===== src/rtl/adder_seq_pkg.sv =====
// Shared types and constants for the nibble-serial adder/subtractor.
package adder_seq_pkg;

   localparam int unsigned NIBBLE_W = 4;

   typedef enum logic [1:0] {
      IDLE = 2'd0,
      RUN  = 2'd1,
      DONE = 2'd2
   } state_e;

endpackage


===== src/rtl/full_adder_4bit.sv =====
// Combinational 4-bit ripple adder with carry in/out.
module full_adder_4bit (
   input  logic [3:0] a,
   input  logic [3:0] b,
   input  logic       cin,
   output logic [3:0] sum,
   output logic       cout
);

   assign {cout, sum} = 5'(a) + 5'(b) + 5'(cin);

endmodule


===== src/rtl/adder_sequencer.sv =====
// Nibble-serial add/subtract: one shared 4-bit adder walks the operands
// LSB nibble first, then publishes sum/cout/ovf on entry to DONE.
module adder_sequencer
   import adder_seq_pkg::*;
#(
   parameter int unsigned NIBBLES = 2
) (
   input  logic                      clk,
   input  logic                      rst,
   input  logic                      start,
   input  logic                      sub,
   input  logic [NIBBLE_W*NIBBLES-1:0] a,
   input  logic [NIBBLE_W*NIBBLES-1:0] b,
   output logic                      busy,
   output logic                      done,
   output logic [NIBBLE_W*NIBBLES-1:0] sum,
   output logic                      cout,
   output logic                      ovf
);

   localparam int unsigned W        = NIBBLE_W * NIBBLES;
   localparam int unsigned IDX_W    = (NIBBLES > 1) ? $clog2(NIBBLES) : 1;
   localparam logic [IDX_W-1:0] LAST_IDX = IDX_W'(NIBBLES - 1);

   state_e                state_q, state_d;
   logic [IDX_W-1:0]      idx_q, idx_d;
   logic                  carry_q, carry_d;
   logic [W-1:0]          opa_q, opa_d;
   logic [W-1:0]          opb_q, opb_d;
   logic [W-1:0]          res_q, res_d;
   logic [W-1:0]          sum_q, sum_d;
   logic                  cout_q, cout_d;
   logic                  ovf_q, ovf_d;
   logic                  busy_q, busy_d;
   logic                  done_q, done_d;

   logic [NIBBLE_W-1:0]   fa_a, fa_b, fa_s;
   logic                  fa_co;

   assign fa_a = opa_q[32'(idx_q) * NIBBLE_W +: NIBBLE_W];
   assign fa_b = opb_q[32'(idx_q) * NIBBLE_W +: NIBBLE_W];

   full_adder_4bit u_fa (
      .a    (fa_a),
      .b    (fa_b),
      .cin  (carry_q),
      .sum  (fa_s),
      .cout (fa_co)
   );

   // Next-state and datapath update
   always_comb begin
      state_d = state_q;
      idx_d   = idx_q;
      carry_d = carry_q;
      opa_d   = opa_q;
      opb_d   = opb_q;
      res_d   = res_q;
      sum_d   = sum_q;
      cout_d  = cout_q;
      ovf_d   = ovf_q;

      case (state_q)
         IDLE, DONE: begin
            state_d = IDLE;
            if (start) begin
               opa_d   = a;
               opb_d   = sub ? ~b : b;
               carry_d = sub;
               idx_d   = '0;
               state_d = RUN;
            end
         end
         RUN: begin
            res_d[32'(idx_q) * NIBBLE_W +: NIBBLE_W] = fa_s;
            carry_d = fa_co;
            idx_d   = idx_q + IDX_W'(1);
            if (idx_q == LAST_IDX) begin
               state_d = DONE;
               sum_d   = res_d;
               cout_d  = fa_co;
               // Same-sign operands producing a different-sign result
               ovf_d   = (fa_a[NIBBLE_W-1] == fa_b[NIBBLE_W-1]) &&
                         (fa_s[NIBBLE_W-1] != fa_a[NIBBLE_W-1]);
            end
         end
         default: state_d = IDLE;
      endcase

      busy_d = (state_d == RUN);
      done_d = (state_d == DONE);
   end

   always_ff @(posedge clk or posedge rst) begin
      if (rst) begin
         state_q <= IDLE;
         idx_q   <= '0;
         carry_q <= 1'b0;
         opa_q   <= '0;
         opb_q   <= '0;
         res_q   <= '0;
         sum_q   <= '0;
         cout_q  <= 1'b0;
         ovf_q   <= 1'b0;
         busy_q  <= 1'b0;
         done_q  <= 1'b0;
      end else begin
         state_q <= state_d;
         idx_q   <= idx_d;
         carry_q <= carry_d;
         opa_q   <= opa_d;
         opb_q   <= opb_d;
         res_q   <= res_d;
         sum_q   <= sum_d;
         cout_q  <= cout_d;
         ovf_q   <= ovf_d;
         busy_q  <= busy_d;
         done_q  <= done_d;
      end
   end

   assign busy = busy_q;
   assign done = done_q;
   assign sum  = sum_q;
   assign cout = cout_q;
   assign ovf  = ovf_q;

endmodule


===== config.mk =====
export PLATFORM = sky130hd
export DESIGN_NAME = adder_sequencer
export DESIGN_NICKNAME = d
export VERILOG_FILES = /design/src/rtl/adder_seq_pkg.sv /design/src/rtl/full_adder_4bit.sv /design/src/rtl/adder_sequencer.sv
export SDC_FILE = /design/constraint.sdc
export NUM_CORES = 1
export LEC_CHECK = 0
export ABC_AREA = 1
export CAP_MARGIN = 20
export CORE_MARGIN = 2
export CORE_UTILIZATION = 50
export DETAILED_ROUTE_END_ITERATION = 10
export GPL_TIMING_DRIVEN = 0
export PLACE_DENSITY = 0.75
export SYNTH_ARGS = -nofsm -noshare
export SYNTH_HDL_FRONTEND = slang
export SYNTH_SLANG_ARGS = --single-unit

===== constraint.sdc =====
create_clock -name clk -period 2.76 [get_ports clk]
set_input_delay 0.552 -clock clk [delete_from_list [all_inputs] [get_ports clk]]
set_output_delay 0.552 -clock clk [all_outputs]
set_load 0.005 [all_outputs]

==> results.tsv, run 1 <==
metric	value	unit
# resized after CTS	0	
Final Max Slew Viols	0	
Syn Std Cell Area	1750	sq um
P_int	1.50	mW
Sink Count	36	
insertion delay to the later sink of the worst-skew pair	0.35	ns
die height	63.2	microns
CP endpoint kind	register	
post-synthesis cell count	206	
DRC viols	0	
row count	21	
register bit total from synthesis	36	
total congestion overflow	0	
area leader, netlist	dfrtp_1	
sequential cell fraction of total power	0.349	
total wire length	3070	microns
Post-synth top flop	dfrtp_1	
clock buffer depth	2	
Setup CP Type	register to register	
Final Skew	0.0101	ns
number of global-route vias before repair	1344	
Yosys warning count	0	
switching share of power	0.412	
Clock power frac	0.123	
utilization after layout	0.660	
Synth top area share	0.515	
P&R area growth vs syn	25.7	%
Pre-Repair DR Iteration Count	6	
leakage dissipation	1.13	nW
HPWL Detailed	2300	microns
Avg Vias per Cell	4.68	
Vias	1358	
r2r setup slk	0.66	ns
Rel. slew slack	0.465	
CP arrival	2.34	ns
I/O pin count	32	
post-synthesis sequential area ratio	0.515	
largest net degree at the start of global routing	20	
ys async rst share	1.00	
NumNets Final	269	
DRT iter0 DRCs	46	
die area	3990	sq um
fin crit share	0.761	
Starting Density	0.525	
placed cell areas	2140	sq um
status	complete, no violations	
EDFF count, synth	0	
Area contributors post-synth	dfrtp_1, nand2_1, xnor2_1, inv_1, o21ai_0	
Post-CTS Setup Repair Bufs	0	
PwrDens	1160	nW/um^2
Die Wd	63.2	microns
CTS Root Cell	clkbuf_4	
critical path peak fanout	10	
Setup TNS	0	ns
fin area	2200	sq um
slew at the pin closest to its max-slew limit	0.801	ns
syn avg cell area	8.50	sq um
RePlAce Congestion	0.939	
Switch Pwr	1.06	mW
Max VDD drop	0.499	mV
combinational power share	0.527	
GRT Total Usage	0.188	
Tmin final	2.10	ns
top-count cell post-synth	nand2_1	
initial antenna violation count	0	
Power Total	2.56	mW
final setup violation count	0	
CTS Buf Count	5	
# port buffers	30	
Worst EP required	3.00	ns
antenna viol nets, final	0	
antenna cell count	0	
Final Hold Viols	0	
CTS tree	yes	
RSZ-0062 raised after global routing	no	
Post-Syn Nets	231	
CTS clk-pin slew, worst paths	0.11	ns
Distinct cells, synth	23	
layout cell share with drive strength beyond 1	0.107	
Max-cap violations	0	
most instantiated cells after synthesis	nand2_1, dfrtp_1, inv_1	
H-Tree Depth	2	
DR WL/cell	10.6	microns
hold_buf cts	0	
Max Clock Freq	476	MHz
Hold Path Class	register to register	
first-pass GRT wire length	5730	microns
Startpoint Class	register	
core area	3340	sq um
==> path summary, 6_finish.rpt <==
path	from	to	depth (start not counted)
worst max-delay path	idx_q$_DFFE_PP0P_	cout$_DFFE_PP0P_	9
worst min-delay path	sum[3]$_DFFE_PP0P_	sum[3]$_DFFE_PP0P_	2
worst max register to register	idx_q$_DFFE_PP0P_	cout$_DFFE_PP0P_	9
worst min register to register	sum[3]$_DFFE_PP0P_	sum[3]$_DFFE_PP0P_	2
max in group asynchronous	rst	cout$_DFFE_PP0P_	3
min in group asynchronous	rst	state_q[1]$_DFF_PP0_	2
==> stage by stage <==
step / setup WS (ns) / std cells / hold WS [ns]
final: 0.659 / 290 / 0.476
after global routing: 0.536 / 290 / 0.506
after CTS: 0.656 / 290 / 0.482
after detailed placement: 0.676 / 283 / 0.458
after global placement: 0.639 / 282 / 0.454
after floorplan: 0.829 / 206 / 0.442
==> power groups by stage <==
stage	logic, mW	registers (mW)	clock network [mW]
after global routing	1.58	0.926	0.348
after global placement	1.31	0.897	0
after detailed placement	1.35	0.907	0
final	1.35	0.894	0.315
after CTS	1.36	0.896	0.317
after floorplan	0.959	0.896	0
==> layer usage <==
metal  GRT usage  vias up  routed length (microns)
met5           0        -                        0
met4      0.0571        0                       47
met3      0.0643        8                      185
met2       0.320       41                     1510
met1       0.225      608                     1330
li1            -      701                        -
==> critical path: stages (launching register included) <==
cell      delay (ns)
dfrtp_1         0.43
buf_6           0.16
nand2_1         0.06
nand2_1         0.07
fa_1            0.46
fa_1            0.42
a21oi_1         0.17
o21bai_1        0.11
nand2_1         0.07
nand2_1         0.04
==> layout by cell type (no fill, tap or decap), drive strengths merged, types with 6 or more instances in the layout <==
master         instances
clkbuf                 7
nand3                  7
dfrtp                 36
buf                    8
clkdlybuf4s50         30
xnor2                  8
nand2                101
o21ai                 12
nor2                   6
inv                   18
==> kinds of logic after synthesis <==
kind of cell | share of synthesized area
xor+xnor | 0.0450
simple gates | 0.270
flops | 0.515
compound gates | 0.0536
buf+inv | 0.0722
fa+ha+maj | 0.0443
==> cell type report <==
cell class	instances	area (sq um)
plain buffers	7	56.3
flip-flops and latches	36	901
well taps	46	57.6
multi-input cells	145	723
repair buffers	31	328
inverters	18	70.1
clock buffers	7	65.1
fillers	300	1140
==> flip-flops by register name, summed over array words and instances, names as in the netlist <==
name	cells
busy	1
carry_q	1
cout	1
done	1
idx_q	1
opa_q	8
opb_q	8
ovf	1
res_q	4
state_q	2
sum	8
Note: power is estimated with default switching activity, not from simulation.
==> run 2, diff against run 1 <==
- clock period: 2.76 -> 2.2 ns (I/O delays scaled with it)
==> results.tsv, run 2 (synthesized netlist as in run 1, its figures left out) <==
metric	value	unit	change
PwrDens	1460	nW/um^2	+25%
NumNets Final	269		unchanged
core area	3340	sq um	unchanged
DRC viols	0		unchanged
setup ws final	0.160	ns	-0.499 ns
CTS clk-pin slew, worst paths	0.10	ns	about the same
Tmin final	2.04	ns	-0.0611 ns
fin crit share	0.927		+0.166
total congestion overflow	0		unchanged
Critical R2R Launch	idx_q$_DFFE_PP0P_		
final setup violation count	0		unchanged
Setup TNS	0	ns	unchanged
cells on worst reg2reg path	8		-1
placed cell areas	2140	sq um	unchanged
largest net degree at the start of global routing	20		unchanged
Power Total	3.21	mW	+25%
final hold slack	0.476	ns	-0.00000200 ns
row count	21		unchanged
Max Clock Freq	490	MHz	+3.0%
Startpoint Class	register		
RePlAce Congestion	0.939		unchanged
HPWL Detailed	2300	microns	unchanged
Final Skew	0.00878	ns	-0.00137 ns
Sink Count	36		unchanged
CTS Root Cell	clkbuf_4		
Worst path slowest cell	dfrtp_1		
Starting Density	0.525		unchanged
Avg Vias per Cell	4.63		-1.0%
Final Hold Viols	0		unchanged
P&R area growth vs syn	25.9	%	
Max VDD drop	0.631	mV	+26%
worst setup path start	idx_q$_DFFE_PP0P_		
CP arrival	2.30	ns	-0.04 ns
Rel. slew slack	0.464		-0.00167
r2r endpoint	res_q[2]$_DFFE_PP0P_		
antenna viol nets, final	0		unchanged
crit path cell chain	buf_6 -> nand2_1 -> nand2_1 -> fa_2 -> fa_1 -> xor2_1 -> nand2_1 -> o21ai_0		
H-Tree Depth	2		unchanged
DP Worst Slack	0.116	ns	-0.560 ns
clock buffer depth	2		unchanged
I/O pin count	32		unchanged
Hold Path Class	register to register		
critical path peak fanout	10		unchanged
switching share of power	0.411		-0.00150
r2r setup slk	0.16	ns	-0.50 ns
P_int	1.89	mW	+26%
Pre-Repair DR Iteration Count	5		-1
die height	63.2	microns	unchanged
Switch Pwr	1.32	mW	+25%
die area	3990	sq um	unchanged
total wire length	3070	microns	about the same
antenna cell count	0		unchanged
# port buffers	30		unchanged
Setup CP Type	register to register		
CTS tree	yes		
sequential cell fraction of total power	0.350		about the same
CP endpoint kind	register		
leakage dissipation	1.13	nW	-0.11%
layout cell share with drive strength beyond 1	0.111		+0.00410
initial antenna violation count	0		unchanged
number of global-route vias before repair	1344		unchanged
fin area	2200	sq um	+0.11%
DRT iter0 DRCs	42		-8.7%
Fillers	301		+0.33%
GRT Total Usage	0.188		unchanged
Clock power frac	0.122		about the same
insertion delay to the later sink of the worst-skew pair	0.34	ns	about the same
crit path to	res_q[2]$_DFFE_PP0P_		
combinational power share	0.528		about the same
first-pass GRT wire length	5730	microns	unchanged
slowest cell delay on critical path	0.44	ns	-0.02 ns
Final Max Slew Viols	0		unchanged
critical path's most frequent cell	nand2_1		
Worst EP required	2.46	ns	-0.54 ns
Vias	1344		-1.0%
RSZ-0062 raised after global routing	no		
Post-CTS Setup Repair Bufs	0		unchanged
most frequent cells in the layout	nand2_1, dfrtp_1, clkdlybuf4s50_1		
status	complete, no violations		
slew at the pin closest to its max-slew limit	0.804	ns	+0.00250 ns
CTS Buf Count	5		unchanged
DR WL/cell	10.6	microns	about the same
Die Wd	63.2	microns	unchanged
Max-cap violations	0		unchanged
commonest non-fill, non-tap cell in the layout	nand2_1		
hold_buf cts	0		unchanged
-- run 2: area by class of cell --
| cell class | count | area [sq um] | area share |
|---|---|---|---|
| repair buffers | 31 | 328 | 0.149 |
| well taps | 46 | 57.6 | 0.0261 |
| clock buffers | 7 | 65.1 | 0.0295 |
| multi-input cells | 145 | 726 | 0.329 |
| flip-flops and latches | 36 | 901 | 0.409 |
| inverters | 18 | 70.1 | 0.0318 |
| plain buffers | 7 | 56.3 | 0.0256 |
-- run 2: how the worst min path moves through the flow --
stage                     slack [ns]                 start  cells after the start                   end
after floorplan                 0.44  res_q[0]$_DFFE_PP0P_                      2  res_q[0]$_DFFE_PP0P_
after global placement          0.45    sum[0]$_DFFE_PP0P_                      2    sum[0]$_DFFE_PP0P_
after detailed placement        0.46    sum[5]$_DFFE_PP0P_                      2    sum[5]$_DFFE_PP0P_
after CTS                       0.48    sum[5]$_DFFE_PP0P_                      2    sum[5]$_DFFE_PP0P_
after global routing            0.51    sum[3]$_DFFE_PP0P_                      2    sum[3]$_DFFE_PP0P_
final                           0.48    sum[3]$_DFFE_PP0P_                      2    sum[3]$_DFFE_PP0P_
-- run 2: what timing repair did --
action	4_1_cts	5_1_grt
resized for setup	0	1
hold endpoints to repair	0	0
setup endpoints to repair	0	3
-- run 2: through the flow --
stage / std cells / util
2_1_floorplan: 206 / -
3_3_place_gp: 282 / 0.632
3_5_place_dp: 283 / 0.640
4_1_cts: 290 / 0.660
5_1_grt: 290 / 0.660
6_report: 290 / 0.660
-- run 2: power groups by stage --
stage	combinational [mW]	sequential (mW)	clock, mW
after global placement	1.65	1.12	0
final	1.69	1.12	0.393
after floorplan	1.20	1.12	0
after CTS	1.71	1.12	0.397
after global routing	1.99	1.16	0.436
after detailed placement	1.69	1.14	0
-- run 2: layer usage --
layer,wire (microns),GRT usage,up-vias
met5,0,0,-
met4,38,0.0571,0
met3,160,0.0643,4
met2,1530,0.320,40
met1,1340,0.225,600
li1,-,-,700
-- run 2: critical path: cells and delay by family, from the launching register on --
| family | cells | cell delay, ns |
|---|---|---|
| simple gates | 3 | 0.23 |
| fa+ha+maj | 2 | 0.80 |
| buf+inv | 1 | 0.17 |
| xor+xnor | 1 | 0.22 |
| compound gates | 1 | 0.10 |
| flops | 1 | 0.44 |
==> run 3, diff against run 2 <==
- CAP_MARGIN: 20 -> default
==> results.tsv, run 3 (synthesized netlist as in run 1, its figures left out) <==
metric	value	unit	change
status	complete, no violations		
Max-cap violations	0		unchanged
Avg Vias per Cell	4.63		-0.18%
DP Cell Count	282		-0.35%
Final Max Slew Viols	0		unchanged
CP endpoint kind	register		
DRC viols	0		unchanged
Pre-Repair DR Iteration Count	4		-1
Startpoint Class	register		
Final Hold Viols	0		unchanged
CTS tree	yes		
total congestion overflow	0		unchanged
Final Non-Filler Cells	289		-0.34%
number of global-route vias before repair	1331		-0.97%
Max VDD drop	0.626	mV	-0.93%
slew at the pin closest to its max-slew limit	0.725	ns	-0.0790 ns
critical path peak fanout	10		unchanged
Worst EP required	2.44	ns	-0.02 ns
I/O pin count	32		unchanged
Tmin final	2.03	ns	-0.0116 ns
Max Clock Freq	493	MHz	+0.57%
H-Tree Depth	2		unchanged
insertion delay to the later sink of the worst-skew pair	0.34	ns	about the same
Switch Pwr	1.32	mW	-0.15%
Hold Path Class	register to register		
placed cell areas	2110	sq um	-1.3%
cells on worst reg2reg path	9		+1
Setup TNS	0	ns	unchanged
PwrDens	1470	nW/um^2	+1.0%
most frequent cells in the layout	nand2_1, dfrtp_1, clkdlybuf4s50_1		
fin crit share	0.922		-0.00526
crit path to	cout$_DFFE_PP0P_		
fin area	2180	sq um	-1.2%
hold_buf cts	0		unchanged
NumNets Final	268		-0.37%
utilization after layout	0.652		-0.00825
CTS Root Cell	clkbuf_4		
P&R area growth vs syn	24.3	%	
CP arrival	2.27	ns	-0.03 ns
P_int	1.89	mW	-0.26%
combinational power share	0.526		-0.002
Fillers	309		+2.7%
r2r setup slk	0.17	ns	about the same
RSZ-0062 raised after global routing	no		
antenna cell count	0		unchanged
# port buffers	30		unchanged
Sink Count	36		unchanged
sequential cell fraction of total power	0.351		about the same
Die Wd	63.2	microns	unchanged
Setup CP Type	register to register		
r2r endpoint	cout$_DFFE_PP0P_		
row count	21		unchanged
total wire length	2990	microns	-2.5%
die area	3990	sq um	unchanged
worst setup path start	idx_q$_DFFE_PP0P_		
Vias	1337		-0.52%
Critical R2R Launch	idx_q$_DFFE_PP0P_		
HPWL Detailed	2230	microns	-3.3%
final setup violation count	0		unchanged
leakage dissipation	1.12	nW	-1.2%
DRT iter0 DRCs	70		+67%
Power Total	3.20	mW	-0.22%
antenna viol nets, final	0		unchanged
switching share of power	0.411		about the same
first-pass GRT wire length	5700	microns	-0.59%
CTS clk-pin slew, worst paths	0.10	ns	about the same
RePlAce Congestion	0.939		unchanged
clock buffer depth	2		unchanged
layout cell share with drive strength beyond 1	0.111		+0.000455
initial antenna violation count	0		unchanged
Final Skew	0.00603	ns	-0.00275 ns
Clock power frac	0.123		about the same
DR WL/cell	10.3	microns	-2.1%
GRT Total Usage	0.185		-0.00291
Starting Density	0.525		unchanged
CTS Buf Count	5		unchanged
die height	63.2	microns	unchanged
Post-CTS Setup Repair Bufs	0		unchanged
core area	3340	sq um	unchanged
commonest non-fill, non-tap cell in the layout	nand2_1		
Rel. slew slack	0.516		+0.0525
largest net degree at the start of global routing	37		+85%
## run 3: power by group through the flow
stage               Clock (mW)  Combinational (mW)  Sequential (mW)
floorplan                    0                1.20             1.12
global placement             0                1.65             1.12
detailed placement           0                1.69             1.14
CTS                      0.400                1.70             1.13
global route             0.429                1.97             1.17
finish                   0.394                1.69             1.12
## run 3: final cells by class
class | instances | area, sq um | share of cell area
Clock buffer | 7 | 65.1 | 0.0299
Sequential cell | 36 | 901 | 0.414
Buffer | 7 | 56.3 | 0.0259
Timing Repair Buffer | 30 | 300 | 0.138
Tap cell | 46 | 57.6 | 0.0265
Inverter | 18 | 70.1 | 0.0322
Multi-Input combinational cell | 145 | 726 | 0.334
## run 3: worst max-delay path: stages (launching register included)
cell and delay, ns:
dfrtp_1 0.44, buf_6 0.17, nand2_1 0.06, nand2_1 0.08
fa_2 0.40, fa_1 0.40, a21oi_1 0.17, o21bai_1 0.11
nand2_1 0.07, nand2_1 0.04
## run 3: worst min path at each step
stage | from | endpoint | slack, ns | cells past startpoint
final | sum[5]$_DFFE_PP0P_ | sum[5]$_DFFE_PP0P_ | 0.48 | 2
after global routing | sum[3]$_DFFE_PP0P_ | sum[3]$_DFFE_PP0P_ | 0.51 | 2
after detailed placement | sum[3]$_DFFE_PP0P_ | sum[3]$_DFFE_PP0P_ | 0.46 | 2
after floorplan | res_q[0]$_DFFE_PP0P_ | res_q[0]$_DFFE_PP0P_ | 0.44 | 2
after global placement | sum[0]$_DFFE_PP0P_ | sum[0]$_DFFE_PP0P_ | 0.45 | 2
after CTS | sum[3]$_DFFE_PP0P_ | sum[3]$_DFFE_PP0P_ | 0.48 | 2
## run 3: routing by layer
layer	up-vias	track usage	routed length [microns]
met1	598	0.220	1340
met5	-	0	0
met3	6	0.0589	176
li1	698	-	-
met4	0	0.0652	47
met2	35	0.315	1430
## run 3: repair_timing
action | CTS | global route
hold endpoints to repair | 0 | 0
setup endpoints to repair | 0 | 2
gates resized for setup | 0 | 1
## run 3: stage by stage
| step | worst slack (ns) | hold WS [ns] |
|---|---|---|
| floorplan | 0.269 | 0.442 |
| CTS | 0.100 | 0.483 |
| detailed placement | 0.116 | 0.458 |
| global placement | 0.136 | 0.454 |
| finish | 0.172 | 0.479 |
| global route | 0.0545 | 0.508 |
